$ cat config.mk
export PLATFORM = sky130hd
export DESIGN_NAME = baccarat_datapath
export DESIGN_NICKNAME = d
export VERILOG_FILES = /design/src/rtl/baccarat_datapath.sv
export SDC_FILE = /design/constraint.sdc
export NUM_CORES = 1
export LEC_CHECK = 0
export ABC_AREA = 1
export BUFFER_PORTS_ARGS = -buffer_cell sky130_fd_sc_hd__buf_2
export CAP_MARGIN = 10
export CORE_MARGIN = 2
export CORE_UTILIZATION = 56
export DETAILED_ROUTE_END_ITERATION = 10
export PLACE_DENSITY = 0.8
export SYNTH_ARGS = -nofsm -noshare
export SYNTH_HDL_FRONTEND = slang
export SYNTH_SLANG_ARGS = --single-unit
$ cat constraint.sdc
create_clock -name slow_clock -period 4.16 [get_ports slow_clock]
set_input_delay 0.624 -clock slow_clock [delete_from_list [all_inputs] [get_ports slow_clock]]
set_output_delay 0.624 -clock slow_clock [all_outputs]
set_load 0.005 [all_outputs]
$ cat src/rtl/baccarat_datapath.sv
// Baccarat card datapath: draws ranks from an LFSR (or forced test rank) into six card
// registers on sequencer strobes, computes hand scores and flags strobe-protocol violations.
module baccarat_datapath #(
  parameter logic [15:0] LFSR_SEED = 16'hACE1
) (
  input  logic       slow_clock,
  input  logic       resetb,
  input  logic       load_pcard1,
  input  logic       load_pcard2,
  input  logic       load_pcard3,
  input  logic       load_dcard1,
  input  logic       load_dcard2,
  input  logic       load_dcard3,
  input  logic       new_hand,
  input  logic       force_en,
  input  logic [3:0] force_rank,
  output logic [3:0] pcard1,
  output logic [3:0] pcard2,
  output logic [3:0] pcard3_out,
  output logic [3:0] dcard1,
  output logic [3:0] dcard2,
  output logic [3:0] dcard3,
  output logic [3:0] pscore,
  output logic [3:0] dscore,
  output logic [3:0] pcard3,
  output logic [2:0] cards_dealt,
  output logic       seq_error
);

  // An all-zero Galois LFSR never leaves zero, so a zero seed is replaced.
  localparam logic [15:0] SeedEff = (LFSR_SEED == 16'h0000) ? 16'h0001 : LFSR_SEED;
  localparam logic [15:0] LfsrMask = 16'hB400;

  logic [15:0]     lfsr_q, lfsr_d;
  logic [5:0][3:0] card_q, card_d;
  logic [2:0]      dealt_q, dealt_d;
  logic            err_q, err_d;

  logic [5:0] ld;
  logic [3:0] raw, rank;
  logic       multi, order_ok, tgt_empty;

  // Bit order: player 1-3 in [2:0], dealer 1-3 in [5:3].
  assign ld = {load_dcard3, load_dcard2, load_dcard1, load_pcard3, load_pcard2, load_pcard1};
  assign multi = (ld & (ld - 6'd1)) != 6'd0;

  function automatic logic [3:0] card_val(input logic [3:0] r);
    return (r >= 4'd1 && r <= 4'd9) ? r : 4'd0;
  endfunction

  function automatic logic [3:0] score(input logic [3:0] a, input logic [3:0] b,
                                       input logic [3:0] c);
    logic [4:0] s;
    s = {1'b0, card_val(a)} + {1'b0, card_val(b)} + {1'b0, card_val(c)};
    if (s >= 5'd20)      s = s - 5'd20;
    else if (s >= 5'd10) s = s - 5'd10;
    return s[3:0];
  endfunction

  always_comb begin
    raw = force_en ? force_rank : lfsr_q[3:0];
    case (raw)
      4'd0:    rank = 4'd13;
      4'd14:   rank = 4'd11;
      4'd15:   rank = 4'd12;
      default: rank = raw;
    endcase
  end

  always_comb begin
    case (ld)
      6'b000001: order_ok = (dealt_q == 3'd0);
      6'b001000: order_ok = (dealt_q == 3'd1);
      6'b000010: order_ok = (dealt_q == 3'd2);
      6'b010000: order_ok = (dealt_q == 3'd3);
      6'b000100,
      6'b100000: order_ok = (dealt_q >= 3'd4);
      default:   order_ok = 1'b0;
    endcase
    tgt_empty = 1'b0;
    for (int i = 0; i < 6; i++) begin
      if (ld[i]) tgt_empty = (card_q[i] == 4'd0);
    end
  end

  always_comb begin
    lfsr_d  = {1'b0, lfsr_q[15:1]} ^ (lfsr_q[0] ? LfsrMask : 16'h0000);
    card_d  = card_q;
    dealt_d = dealt_q;
    err_d   = err_q;
    if (new_hand) begin
      card_d  = '0;
      dealt_d = 3'd0;
      err_d   = 1'b0;
    end else if (multi) begin
      err_d = 1'b1;
    end else if (ld != 6'd0) begin
      if (order_ok && tgt_empty) begin
        for (int i = 0; i < 6; i++) begin
          if (ld[i]) card_d[i] = rank;
        end
        dealt_d = (dealt_q == 3'd6) ? 3'd6 : dealt_q + 3'd1;
      end else begin
        err_d = 1'b1;
      end
    end
  end

  always_ff @(posedge slow_clock or negedge resetb) begin
    if (!resetb) begin
      lfsr_q  <= SeedEff;
      card_q  <= '0;
      dealt_q <= 3'd0;
      err_q   <= 1'b0;
    end else begin
      lfsr_q  <= lfsr_d;
      card_q  <= card_d;
      dealt_q <= dealt_d;
      err_q   <= err_d;
    end
  end

  assign pcard1      = card_q[0];
  assign pcard2      = card_q[1];
  assign pcard3_out  = card_q[2];
  assign pcard3      = card_q[2];
  assign dcard1      = card_q[3];
  assign dcard2      = card_q[4];
  assign dcard3      = card_q[5];
  assign pscore      = score(card_q[0], card_q[1], card_q[2]);
  assign dscore      = score(card_q[3], card_q[4], card_q[5]);
  assign cards_dealt = dealt_q;
  assign seq_error   = err_q;

endmodule
==> qor.log <==
INFO  cts            tritoncts=yes
INFO  synth          synth-seq-cells=44
INFO  synth          netlist.top_cell.by_area=dfrtp_1
INFO  cts            cts.sink_count=44
INFO  worst_setup_path crit_slowest_cell=fa_1
INFO  synth          synth-main-ff-cell=dfrtp_1
INFO  synth          synth_fp_nets=420
INFO  worst_setup_path worst-endpoint-required=3540ps
INFO  synth          post_synth_num_cell_types=34
INFO  route          drt-vias-per-instance=5.30
INFO  route          detail_route.drc_violations=0
INFO  route          detailroute.via_count=2713
INFO  worst_setup_path timing.critical_path.cells=nor2_4 -> nand2_1 -> o211a_1 -> fa_1 -> ha_2 -> fa_2 -> inv_1 -> ha_1 -> inv_1 -> nor2_1 -> nor2_1 -> o21ai_1 -> nand2_1 -> xor2_1 -> buf_2
INFO  timing         fmax=0.249GHz
INFO  min_path       number_of_cells_on_the_worst_hold_path=0
INFO  cts            cts_htree_levels=2
INFO  cts            clock_network_latency_to_the_later_pin_of_the_worst_skew_pair=300ps
INFO  synth          synth.area.top_cells=dfrtp_1 (30%), nand2_1 (11%), nand3_1 (7.5%), dfstp_2 (7.0%), fa_1 (6.6%)
INFO  cts            clock_tree.buffer_depth=2
INFO  route          drt_pass1_iterations=6
INFO  synth          netlist.area_leader.share=29.8%
INFO  route          finalWirelength=6960um
INFO  global_route   first_global_vias=2625
INFO  cells_and_area drive_gt1_share=25.6%
INFO  power_and_ir_drop power.static_leakage=1.95nW
INFO  synth          synth-edff-count=0
INFO  worst_setup_path critical-path-top-delay-family=adder cells
INFO  global_route   grt_max_degree=45
INFO  cells_and_area count_of_nets_after_finishing=480
INFO  timing         transition_time_of_the_tightest_slew_check_pin=978ps
INFO  timing         grt_setup_unrepaired=true
INFO  floorplanning  number_of_standard_cell_rows_in_the_floorplan=26
INFO  floorplanning  ioPinCount=54
INFO  worst_setup_path crit_buf_inv=3
INFO  route          detail_route.iter0.violations=227
INFO  synth          synth.yosys.seq_area_share=36.8%
INFO  placement      placed_area=0.00331mm2
INFO  placement      detailedPlacementHpwl=5140um
INFO  worst_setup_path critical_path_arrival=3390ps
INFO  timing         timing.clock.skew=6.69ps
INFO  cts            clock_tree.root_cell=clkbuf_8
INFO  cells_and_area finish.cell_count_without_fillers=512
INFO  floorplanning  die_h=77.4um
INFO  synth          postSynthAreaPerCell=7.92um2
INFO  placement      dp.cells=495
INFO  route          detail-route-antenna-nets=0
INFO  worst_setup_path rr_endpoint=pcard2[2]
INFO  synth          yosysWarnings=0
INFO  global_route   grt_overflow_total=0
INFO  synth          synth_common_cells=nand2_1 (88), nand3_1 (45), inv_1 (44), nor2_1 (44), dfrtp_1 (36)
INFO  synth          post_synthesis_instance_area=0.00302mm2
INFO  timing         report.final.setup_viol=0
INFO  cells_and_area area_delta_synth_final=17.5%
INFO  flow_run       cap_violations=0
INFO  route          average_wire_per_cell_in_the_routed_design=13.6um
INFO  power_and_ir_drop power_density=237mW/mm2
INFO  placement      globalplace.congestion=0.956
INFO  global_route   grt_pass1_wl=11600um
INFO  global_route   grt_use_total=23.6%
INFO  floorplanning  die_area=0.00599mm2
INFO  timing         min_period_over_period=96.5%
INFO  synth          syn-instance-count=381
INFO  min_path       hold_path_class=reg2reg
INFO  run_status     outcome=finished clean
INFO  timing         max-slew-margin-rel=34.8%
INFO  worst_setup_path timing.critical_path.from_type=flip-flop
INFO  power_and_ir_drop finalPower=0.000840W
INFO  cts            number_of_buffers_created_by_cts=5
INFO  power_and_ir_drop peakVddDrop=224uV
INFO  worst_setup_path worst-setup-path-type=reg2out
INFO  timing         final_period_minus_worst_setup_slack=4020ps
INFO  floorplanning  core_area=0.00514mm2
INFO  worst_setup_path cpPeakStageDelay=550ps
INFO  worst_setup_path reg_to_reg_setup_timing_slack=1880ps
INFO  global_route   antenna_found_initial=0
INFO  placement      port_buffers=53
INFO  floorplanning  floorplan.initialDensity=58.7%
INFO  cells_and_area n_fill_cell=448
INFO  worst_setup_path element_type_at_the_critical_path_end=primary output
INFO  placement      post-place-ws=369ps
INFO  timing         report.final.hold_viol_count=0
INFO  cells_and_area antenna_cells=0
INFO  min_path       min-delay-start=lfsr_q[4]
INFO  floorplanning  die_x=77.4um
INFO  worst_setup_path ff2ff_path_depth=10
INFO  worst_setup_path critical_path_peak_fanout=5
INFO  cts            clk_pin_slew_worst_paths=90ps
INFO  timing         timing_max_transition_violations_final=0
INFO  timing         hold-worst-slack=356ps
INFO  cells_and_area finish.instance_area=0.00355mm2
INFO  worst_setup_path critical_path.reg2reg.startpoint=pcard2[2]
INFO  cts            cts-hold-fix-buffers=0
INFO  synth          synthMostInstantiatedCell=nand2_1
INFO  min_path       holdPathEnd=lfsr_q[3]
INFO  timing         postLayoutSetupSlackWorst=145ps
INFO  synth          postSynth.asyncResetShare=100%
## layout make-up
class                   count  area, um2  share of cell area [%]
clock buffers               5       68.8                    1.94
clock inverters             3       46.3                    1.31
inverters                  47        176                    4.97
multi-input cells         281       1720                    48.4
flip-flops and latches     44       1120                    31.5
well taps                  70       87.6                    2.47
repair buffers             62        333                    9.38
## worst max-delay path by stage
stage	start	end	slack, ps	depth (start not counted)
floorplan	pcard2[2]	pscore[1]	690	12
global placement	pcard1[1]	pscore[1]	450	13
detailed placement	dcard2[2]	dscore[1]	370	14
CTS	dcard2[2]	dscore[1]	40	14
global route	pcard3[2]	pscore[1]	-80	15
finish	pcard3[2]	pscore[1]	140	15
## sequential cells by signal, summed over array words and instances (netlist names)
name / flops
pcard2: 4
cards_dealt: 3
dcard3: 4
dcard1: 4
seq_error: 1
lfsr_q: 16
pcard1: 4
dcard2: 4
pcard3: 4
## repair_timing
item,CTS,global route
gates resized for setup,0,19
endpoints found under the setup margin,0,6
setup buffers,0,9
## per-stage QoR
step	util, %	setup TNS, ps
2_1_floorplan	-	0
3_3_place_gp	64.4	0
3_5_place_dp	64.4	0
4_1_cts	66.7	0
5_1_grt	69.0	-156
6_report	69.0	0
## kinds of logic (layout without fill, tap and decap cells)
| family | after synthesis | in the layout | synth area share [%] |
|---|---|---|---|
| AOI/OAI and AO/OA | 41 | 41 | 8.25 |
| xor gates and xnor gates | 11 | 11 | 3.19 |
| adders and majority gates | 25 | 25 | 12.8 |
| buffers and inverters | 56 | 117 | 7.83 |
| DFF | 44 | 44 | 36.8 |
| and+or+nand+nor | 204 | 204 | 31.1 |
## layer usage
metal	vias up	wire (um)	share of wire, %	track usage, %
met4	0	92	1.3	4.29
met3	10	452	6.5	5.23
met1	1269	3010	43	30.9
met2	92	3410	49	40.9
li1	1342	-	-	-
met5	-	0	0	0
## where the power goes
part           leakage [nW]  internal (W)  switching [W]
sequential            0.575      0.000429     0.00000184
clock                0.0548      0.000181       0.000157
combinational          1.33     0.0000188      0.0000521
## cells in the final DEF, fill, tap and decap left out, drive strengths merged, types with 2 or more instances in the layout
cell type / instances
nand3: 51
o211ai: 3
o211a: 2
a21oi: 13
nor4: 2
fa: 10
o21ai: 13
xor2: 7
inv: 48
dfstp: 8
xnor2: 4
ha: 15
nand2: 90
nor3: 7
dfrtp: 36
o21a: 5
a211oi: 2
buf: 62
clkbuf: 5
nor2: 52
## worst reg2reg max path, cell delays in order (launching register included)
cell	delay (ps)
dfrtp_1	410
buf_4	160
nor2_1	120
nand3_1	100
nand3_1	90
nand2_1	80
a21oi_2	600
nand2_4	290
nor2_4	210
nand2_1	80
nand2_1	100
(Power assumes the default switching activity.)
